[src/rtl/fp_ctrl_pkg.sv]
// Shared types and constants for the FP add/sub issue controller.
package fp_ctrl_pkg;

    // Register depth of the FP add/sub datapath (width of its clear bus).
    localparam int FADD_STAGES = 3;

    // Field capacities of a shadow-pipe entry; RD_W and $clog2(NUM_REQ) must fit.
    localparam int FP_RD_MAX  = 8;
    localparam int FP_SRC_MAX = 4;

    // One shadow-pipe stage: tracks the op occupying the matching datapath register.
    typedef struct packed {
        logic                  vld;
        logic [FP_RD_MAX-1:0]  rd;
        logic                  fp_wb;
        logic [FP_SRC_MAX-1:0] src;
    } fp_inflight_t;

endpackage

[src/rtl/fp_addsub_issue_ctrl_rr_arbiter.sv]
// Round-robin arbiter: first requester at or after the pointer wins; pointer
// moves past the winner only when a grant is actually issued.
module rr_arbiter
    import fp_ctrl_pkg::*;
#(
    parameter int NUM_REQ = 2,
    parameter int IDX_W   = $clog2(NUM_REQ)
) (
    input  logic               clk,
    input  logic               rst,
    input  logic [NUM_REQ-1:0] i_req,
    input  logic               i_en,
    output logic [NUM_REQ-1:0] o_gnt,
    output logic [IDX_W-1:0]   o_idx,
    output logic               o_any
);

    logic [IDX_W-1:0] r_ptr;
    logic [IDX_W-1:0] w_idx;
    logic [IDX_W-1:0] w_cand;
    logic             w_found;

    // Rotating priority search starting at the pointer.
    always_comb begin
        w_idx   = '0;
        w_cand  = '0;
        w_found = 1'b0;
        for (int k = 0; k < NUM_REQ; k++) begin
            w_cand = IDX_W'((int'(r_ptr) + k) % NUM_REQ);
            if (!w_found && i_req[w_cand]) begin
                w_found = 1'b1;
                w_idx   = w_cand;
            end
        end
    end

    // One-hot grant, suppressed entirely when issue is blocked.
    always_comb begin
        o_gnt = '0;
        if (i_en && w_found) o_gnt[w_idx] = 1'b1;
    end

    assign o_idx = w_idx;
    assign o_any = i_en & w_found;

    // Pointer advances to the slot after the winner on every grant.
    always_ff @(posedge clk or negedge rst) begin
        if (!rst)
            r_ptr <= '0;
        else if (i_en && w_found)
            r_ptr <= (w_idx == IDX_W'(NUM_REQ - 1)) ? '0 : w_idx + IDX_W'(1);
    end

endmodule

[src/rtl/fp_addsub_issue_ctrl.sv]
// Issue/stall/flush sequencer sharing the pipelined FP add/sub unit between
// requesters. A shadow pipe mirrors the datapath registers so the result tag
// and hazard info line up with the unit's sum output.
module fp_addsub_issue_ctrl
    import fp_ctrl_pkg::*;
#(
    parameter int NUM_REQ = 2,
    parameter int STAGES  = FADD_STAGES,
    parameter int RD_W    = 5,
    parameter int CNT_W   = 16,
    parameter int IDX_W   = $clog2(NUM_REQ)
) (
    input  logic                           clk,
    input  logic                           rst,
    input  logic [NUM_REQ-1:0]             req_valid,
    input  logic [NUM_REQ-1:0][RD_W-1:0]   req_rd,
    input  logic [NUM_REQ-1:0]             req_fp_wb,
    output logic [NUM_REQ-1:0]             req_ready,
    output logic [IDX_W-1:0]               unit_sel,
    output logic                           unit_p_start,
    output logic                           unit_en,
    output logic [STAGES-1:0]              unit_clear,
    input  logic                           flush,
    output logic                           res_valid,
    input  logic                           res_ready,
    output logic [RD_W-1:0]                res_rd,
    output logic                           res_fp_wb,
    output logic [IDX_W-1:0]               res_src,
    output logic [STAGES-1:0][RD_W-1:0]    inflight_rd,
    output logic [STAGES-1:0]              inflight_vld,
    output logic                           busy,
    output logic [CNT_W-1:0]               issue_cnt,
    output logic [CNT_W-1:0]               flush_cnt
);

    localparam int PC_W = $clog2(STAGES + 1);

    fp_inflight_t       r_pipe [STAGES];
    logic [IDX_W-1:0]   r_sel;
    logic [CNT_W-1:0]   r_issue_cnt;
    logic [CNT_W-1:0]   r_flush_cnt;

    logic               w_en;
    logic               w_issue;
    logic [IDX_W-1:0]   w_idx;
    logic [PC_W-1:0]    w_pop;
    logic [CNT_W:0]     w_fsum;

    // The whole unit advances only if the tail slot is empty or being drained.
    assign w_en = ~r_pipe[STAGES-1].vld | res_ready;

    rr_arbiter #(.NUM_REQ(NUM_REQ), .IDX_W(IDX_W)) u_arb (
        .clk   (clk),
        .rst   (rst),
        .i_req (req_valid),
        .i_en  (w_en & ~flush),
        .o_gnt (req_ready),
        .o_idx (w_idx),
        .o_any (w_issue)
    );

    assign unit_en      = w_en;
    assign unit_clear   = {STAGES{flush}};
    assign unit_p_start = w_issue;
    assign unit_sel     = r_sel;
    assign res_valid    = r_pipe[STAGES-1].vld;
    assign res_rd       = RD_W'(r_pipe[STAGES-1].rd);
    assign res_fp_wb    = r_pipe[STAGES-1].fp_wb;
    assign res_src      = IDX_W'(r_pipe[STAGES-1].src);
    assign busy         = |inflight_vld;
    assign issue_cnt    = r_issue_cnt;
    assign flush_cnt    = r_flush_cnt;

    // Per-stage hazard view; invalid stages report rd 0.
    always_comb begin
        inflight_vld = '0;
        inflight_rd  = '0;
        for (int k = 0; k < STAGES; k++) begin
            inflight_vld[k] = r_pipe[k].vld;
            inflight_rd[k]  = r_pipe[k].vld ? RD_W'(r_pipe[k].rd) : '0;
        end
    end

    // Number of live ops a flush would discard.
    always_comb begin
        w_pop = '0;
        for (int k = 0; k < STAGES; k++) w_pop = w_pop + PC_W'(r_pipe[k].vld);
    end

    assign w_fsum = {1'b0, r_flush_cnt} + (CNT_W + 1)'(w_pop);

    // Shadow pipe: flush wipes it even while stalled; otherwise shift on enable.
    always_ff @(posedge clk or negedge rst) begin
        if (!rst) begin
            for (int k = 0; k < STAGES; k++) r_pipe[k] <= '0;
        end else if (flush) begin
            for (int k = 0; k < STAGES; k++) r_pipe[k] <= '0;
        end else if (w_en) begin
            r_pipe[0].vld   <= w_issue;
            r_pipe[0].rd    <= w_issue ? FP_RD_MAX'(req_rd[w_idx]) : '0;
            r_pipe[0].fp_wb <= w_issue ? req_fp_wb[w_idx] : 1'b0;
            r_pipe[0].src   <= w_issue ? FP_SRC_MAX'(w_idx) : '0;
            for (int k = 1; k < STAGES; k++) r_pipe[k] <= r_pipe[k-1];
        end
    end

    // Operand-mux select follows the latest grant and holds otherwise.
    always_ff @(posedge clk or negedge rst) begin
        if (!rst)         r_sel <= '0;
        else if (w_issue) r_sel <= w_idx;
    end

    // Saturating issue and flush statistics.
    always_ff @(posedge clk or negedge rst) begin
        if (!rst) begin
            r_issue_cnt <= '0;
            r_flush_cnt <= '0;
        end else begin
            if (w_issue && r_issue_cnt != '1) r_issue_cnt <= r_issue_cnt + CNT_W'(1);
            if (flush) r_flush_cnt <= w_fsum[CNT_W] ? '1 : w_fsum[CNT_W-1:0];
        end
    end

endmodule

[config.mk]
export PLATFORM = sky130hd
export DESIGN_NAME = fp_addsub_issue_ctrl
export DESIGN_NICKNAME = d
export VERILOG_FILES = /design/src/rtl/fp_ctrl_pkg.sv /design/src/rtl/fp_addsub_issue_ctrl_rr_arbiter.sv /design/src/rtl/fp_addsub_issue_ctrl.sv
export SDC_FILE = /design/constraint.sdc
export NUM_CORES = 1
export LEC_CHECK = 0
export CORE_ASPECT_RATIO = 0.5
export CORE_MARGIN = 1.5
export CORE_UTILIZATION = 48
export DETAILED_ROUTE_END_ITERATION = 8
export GPL_ROUTABILITY_DRIVEN = 0
export PLACE_DENSITY = 0.78
export SLEW_MARGIN = 20
export SYNTH_ARGS = -nofsm -noshare
export SYNTH_HDL_FRONTEND = slang
export SYNTH_SLANG_ARGS = --single-unit
[constraint.sdc]
create_clock -name clk -period 3.25 [get_ports clk]
set_input_delay 0.65 -clock clk [delete_from_list [all_inputs] [get_ports clk]]
set_output_delay 0.65 -clock clk [all_outputs]
set_load 0.01 [all_outputs]
# Yosys cells after proc, flatten, opt, wreduce, memory -nomap -nowiden
# Cells that the tools add are included.
# totals
word_cells	64
reg_bits	70
in_bits	18
# op_classes
order_cmp	4
n_bitwise	5
n_eq_ne	1
reduce_logical	7
mux	25
add_sub_neg	6
# ops
op	n
$mux W42	2
$mux W5	6
$add A16 B2 Y17	1
$add A16 B1 Y16 const B	1
$mux W16	1
$ne A16 B16 Y1 const B	1
$mux W1	14
$lt A1 B2 Y1 const B	3
$logic_and A1 B1 Y1	4
$reduce_or A3 Y1	1
$add A1 B1 Y1 const B	2
$add A1 B1 Y2	1
$add A2 B1 Y2	1
$and A1 B1 Y1	2
$mux W2	1
$not A1 Y1	2
$reduce_bool A2 Y1	1
$demux W1 S1	1
$ge A1 B1 Y1 const B	1
$logic_not A1 Y1	1
$or A1 B1 Y1	1

# Logic depth before layout (Yosys ltp)
# logic_depth
word_depth	11
depth_mapped	8
ltp_nobuf	7

# Cells and area by module
# From an unflattened synthesis, not the netlist that was laid out.
# hier_totals
hier_cells	303
hier_area_um2	2934.1
# modules_own_cells
mod	area_per_inst_um2	cells_per_inst	seq_area_each_um2	n_inst
fp_addsub_issue_ctrl	2862.7	294	1426.4	1
rr_arbiter	71.3	9	25.0	1

# Least setup slack after synthesis
# No wires, ideal clock.
# synth_timing
kind	register to register
start	reg r_pipe, in the netlist res_valid
end	reg r_flush_cnt[13], in the netlist flush_cnt[13]
path_stages_with_launch	9
slack_ns	0.907
path_buffers	1
period_less_slack_ns	2.343
arrival_ns	2.201
cell_sequence	dfrtp_1 fa_1 ha_1 fa_1 inv_1 nor3_1 nand3_1 clkbuf_1 nand3_1
# synth_between
elab_chain_len	3
# synth_lines
element	line	text
start, declared	fp_addsub_issue_ctrl.sv:38	fp_inflight_t r_pipe [STAGES];
$add A2 B1 Y2	fp_addsub_issue_ctrl.sv:87	for (int k = 0; k < STAGES; k++) w_pop = w_pop + PC_W'(r_pipe[k].vld);
$add A16 B2 Y17	fp_addsub_issue_ctrl.sv:90	assign w_fsum = {1'b0, r_flush_cnt} + (CNT_W + 1)'(w_pop);
$mux W16	fp_addsub_issue_ctrl.sv:120	if (flush) r_flush_cnt <= w_fsum[CNT_W] ? '1 : w_fsum[CNT_W-1:0];
end signal, assigned	fp_addsub_issue_ctrl.sv:120	
end, declared	fp_addsub_issue_ctrl.sv:41	logic [CNT_W-1:0] r_flush_cnt;
# No other way between the ends.
# A chain may end at the register's enable or synchronous reset.

# Worst setup path after layout
# layout_timing
start	in res_ready
end	out req_ready[0]
# layout_between
elab_chain_len	4
# layout_lines
element	line	text
start, declared	fp_addsub_issue_ctrl.sv:25	input logic res_ready,
$or A1 B1 Y1	fp_addsub_issue_ctrl.sv:50	assign w_en = ~r_pipe[STAGES-1].vld | res_ready;
$and A1 B1 Y1	fp_addsub_issue_ctrl.sv:56	.i_en (w_en & ~flush),
$logic_and A1 B1 Y1	fp_addsub_issue_ctrl_rr_arbiter.sv:40	if (i_en && w_found) o_gnt[w_idx] = 1'b1;
$mux W2	fp_addsub_issue_ctrl_rr_arbiter.sv:40	
end, declared	fp_addsub_issue_ctrl.sv:18	output logic [NUM_REQ-1:0] req_ready,
# No other way between the ends.

==> results.sh <==
export IMPL_outcome="finished clean"
export IMPL_rr_worst_depth=7
export IMPL_fmax_mhz=333.4
export IMPL_final_hold_violation_count=0
export IMPL_grt_antenna_before_repair=0
export IMPL_p_sw_uw=703.4
export IMPL_fp_coreArea_um2=6031
export IMPL_ant_nets=0
export IMPL_wl_mm=7.120
export IMPL_clk_latency_ns=0.33
export IMPL_async_flop_share_pct=100.0
export IMPL_maxCapViolations=0
export IMPL_leakage_nw=1.825
export IMPL_clkPwrFrac_pct=37.8
export IMPL_cts_setup_buffers=0
export IMPL_crit_path_cell_trace="clkdlybuf4s50_1 -> nor2b_4 -> or3_1 -> a21oi_2 -> clkdlybuf4s50_1"
export IMPL_cts_resized=0
export IMPL_numCtsBuffers=9
export IMPL_postSynthAreaPerCell_um2=10.25
export IMPL_cts_hold_fix_buffers=0
export IMPL_critPathSlowestCell="clkdlybuf4s50_1"
export IMPL_fin_nets=396
export IMPL_synthCells=290
export IMPL_clk_pin_slew_worst_paths_ns=0.05
export IMPL_finalCriticalPeriod_ns=2.999
export IMPL_initial_utilization_pct=49.27
export IMPL_power_density_nw_per_um2=593.0
export IMPL_r2r_start="res_valid"
export IMPL_hold_path_class="input pin to asynchronous set/reset pin"
export IMPL_yosysSeqAreaShare_pct=48.84
export IMPL_vias_per_cell=5.297
export IMPL_drive_gt1_share_pct=11.17
export IMPL_grt_max_degree=30
export IMPL_cts_sinks=58
export IMPL_cp_num_buf_inv=2
export IMPL_grt_util_all_layers_pct=22.90
export IMPL_clock_root_buffer="clkbuf_16"
export IMPL_crit_family="buffers and inverters"
export IMPL_cts_tree="built"
export IMPL_via_count=2458
export IMPL_setup_viol=0
export IMPL_grt_pass1_vias=2397
export IMPL_clock_skew_ns=0.004129
export IMPL_slew_headroom_pct=54.32
export IMPL_ff2ff_setup_slack_ns=0.52
export IMPL_die_area_um2=6700
export IMPL_die_h_um=58.64
export IMPL_ys_warn_count=0
export IMPL_end_kind="primary output"
export IMPL_drc=0
export IMPL_worstPathMaxFanout=3
export IMPL_vdd_ir_drop_max_uv=266.4
export IMPL_p_int_mw=1.744
export IMPL_die_w_um=114.3
export IMPL_synth_flop_cell="dfrtp_1"
export IMPL_h_tree_depth=3
export IMPL_dr_pass1_iters=4
export IMPL_critPathKind="input pin to primary output"
export IMPL_timing_hold_ws_ns=0.2046
export IMPL_syn_cell_area_um2=2972
export IMPL_io_buffers=84
export IMPL_p_sw_share_pct=28.74
export IMPL_fin_tns_setup_ns=0
export IMPL_p_seq_share_pct=39.6
export IMPL_cts_buffer_depth=2
export IMPL_yosys_register_bits=58
export IMPL_n_antenna_cell=0
export IMPL_grt_pass1_wl_mm=11.48
export IMPL_rsz0062_at_grt="false"
export IMPL_synth_enable_flop_cells=0
export IMPL_io_pins=85
export IMPL_tightest_slew_ns=0.6789
export IMPL_r2r_end="flush_cnt[11]"
export IMPL_maxSlewViolCount=0
export IMPL_dp_hpwl_mm=4.817
export IMPL_syn_num_nets=314
export IMPL_routedWlPerCell_um=15.34
export IMPL_area_growth_pct=38.91
export IMPL_start_kind="input pin"
export IMPL_rows=20
export IMPL_dr_first_iter_drc_count=155
export IMPL_yosysUniqueCellTypes=44
export IMPL_fin_crit_sh_pct=92.28
export IMPL_crit_arrival_ns=2.35
export IMPL_crit_required_ns=2.60
export IMPL_crit_top_cell="clkdlybuf4s50_1"
export IMPL_overflow=0
export IMPL_critPathMaxStageDelay_ns=0.56
export IMPL_p_comb_share_pct=22.5
==> power by group through the flow <==
| stage | clock network (mW) | registers [mW] | logic (mW) |
|---|---|---|---|
| 2_1_floorplan | 0 | 0.991 | 0.233 |
| 3_3_place_gp | 0 | 0.972 | 0.539 |
| 3_5_place_dp | 0 | 0.978 | 0.552 |
| 4_1_cts | 0.941 | 0.969 | 0.561 |
| 5_1_grt | 0.978 | 0.989 | 0.599 |
| 6_report | 0.926 | 0.970 | 0.551 |
==> layout make-up <==
cell class | instances | area [um^2]
Multi-Input combinational cell | 205 | 1354
Inverter | 6 | 22.52
Clock buffer | 10 | 239.0
Tap cell | 88 | 110.1
Clock inverter | 5 | 55.05
Timing Repair Buffer | 92 | 895.9
Sequential cell | 58 | 1451
Fill cell | 457 | 1903
==> cell families after synthesis <==
group                      Yosys count  synth area share [%]
and+or+nand+nor                    131                 25.35
adders and majority gates            6                 3.032
muxes                                6                 2.189
buffers and inverters               27                 5.600
xor gates and xnor gates            20                 5.895
DFF                                 58                 48.84
AOI/OAI and AO/OA                   42                 9.094
==> sequential cells by signal, summed over array words and instances (netlist names) <==
register	flops
unit_sel	1
u_arb.r_ptr	1
inflight_vld	2
flush_cnt	16
res_src	1
res_valid	1
res_fp_wb	1
issue_cnt	16
res_rd	5
r_pipe	14
==> layer usage <==
metal	part of all wire [%]	global-route usage [%]	wire [um]
met1	44	26.40	3100
met2	51	40.62	3599
met3	4.2	9.269	301
met4	1.7	5.893	118
met5	0	0	0
==> per-stage QoR <==
stage | cells | util (%) | worst slack [ns] | power, mW | area [um^2]
5_1_grt | 464 | 68.44 | 0.1826 | 2.567 | 4128
3_5_place_dp | 449 | 63.57 | 0.2404 | 1.531 | 3834
2_1_floorplan | 290 | - | 0.9072 | 1.225 | 2972
4_1_cts | 464 | 68.44 | 0.2397 | 2.470 | 4128
6_report | 464 | 68.44 | 0.2510 | 2.448 | 4128
3_3_place_gp | 449 | 63.57 | 0.2571 | 1.510 | 3834
==> how the worst max path moves through the flow <==
stage,start,endpoint,slack [ns],cells after the start
6_report,res_ready,req_ready[0],0.25,5
5_1_grt,req_valid[1],req_ready[0],0.18,5
4_1_cts,res_ready,req_ready[0],0.24,5
3_5_place_dp,res_ready,req_ready[0],0.24,5
3_3_place_gp,res_ready,req_ready[0],0.26,5
2_1_floorplan,res_valid,flush_cnt[13],0.91,8
==> worst reg2reg max path, delay by kind of cell, from the launching register on <==
family          cells  cell delay [ns]
simple gates        2             0.86
compound gates      1             0.20
buf+inv             1             0.06
fa+ha+maj           3             1.01
flops               1             0.52
==> placed cells by master (no fill, tap or decap), drive strengths merged, types with 8 or more instances in the layout <==
cell type / n
nand3: 9
clkdlybuf4s50: 83
nand2: 50
and2: 18
xnor2: 8
xor2: 12
buf: 9
a21o: 9
clkbuf: 10
nor2: 10
dfrtp: 58
a21oi: 19
nand4: 12
==> cell usage after synthesis (all sizes together) (6+ instances only) <==
| library cell | count | area [um^2] |
|---|---|---|
| nand2 | 50 | 187.7 |
| and2 | 18 | 112.6 |
| inv | 6 | 22.52 |
| nor4 | 6 | 71.32 |
| clkbuf | 6 | 22.52 |
| xor2 | 12 | 105.1 |
| buf | 15 | 121.4 |
| a22o | 6 | 52.55 |
| nor2 | 10 | 40.04 |
| dfrtp | 58 | 1451 |
| xnor2 | 8 | 70.07 |
| nand3 | 9 | 50.05 |
| a21o | 9 | 67.56 |
| nor3 | 6 | 50.05 |
| nand4 | 12 | 75.07 |
| a21oi | 19 | 98.85 |
(Power assumes the default switching activity.)
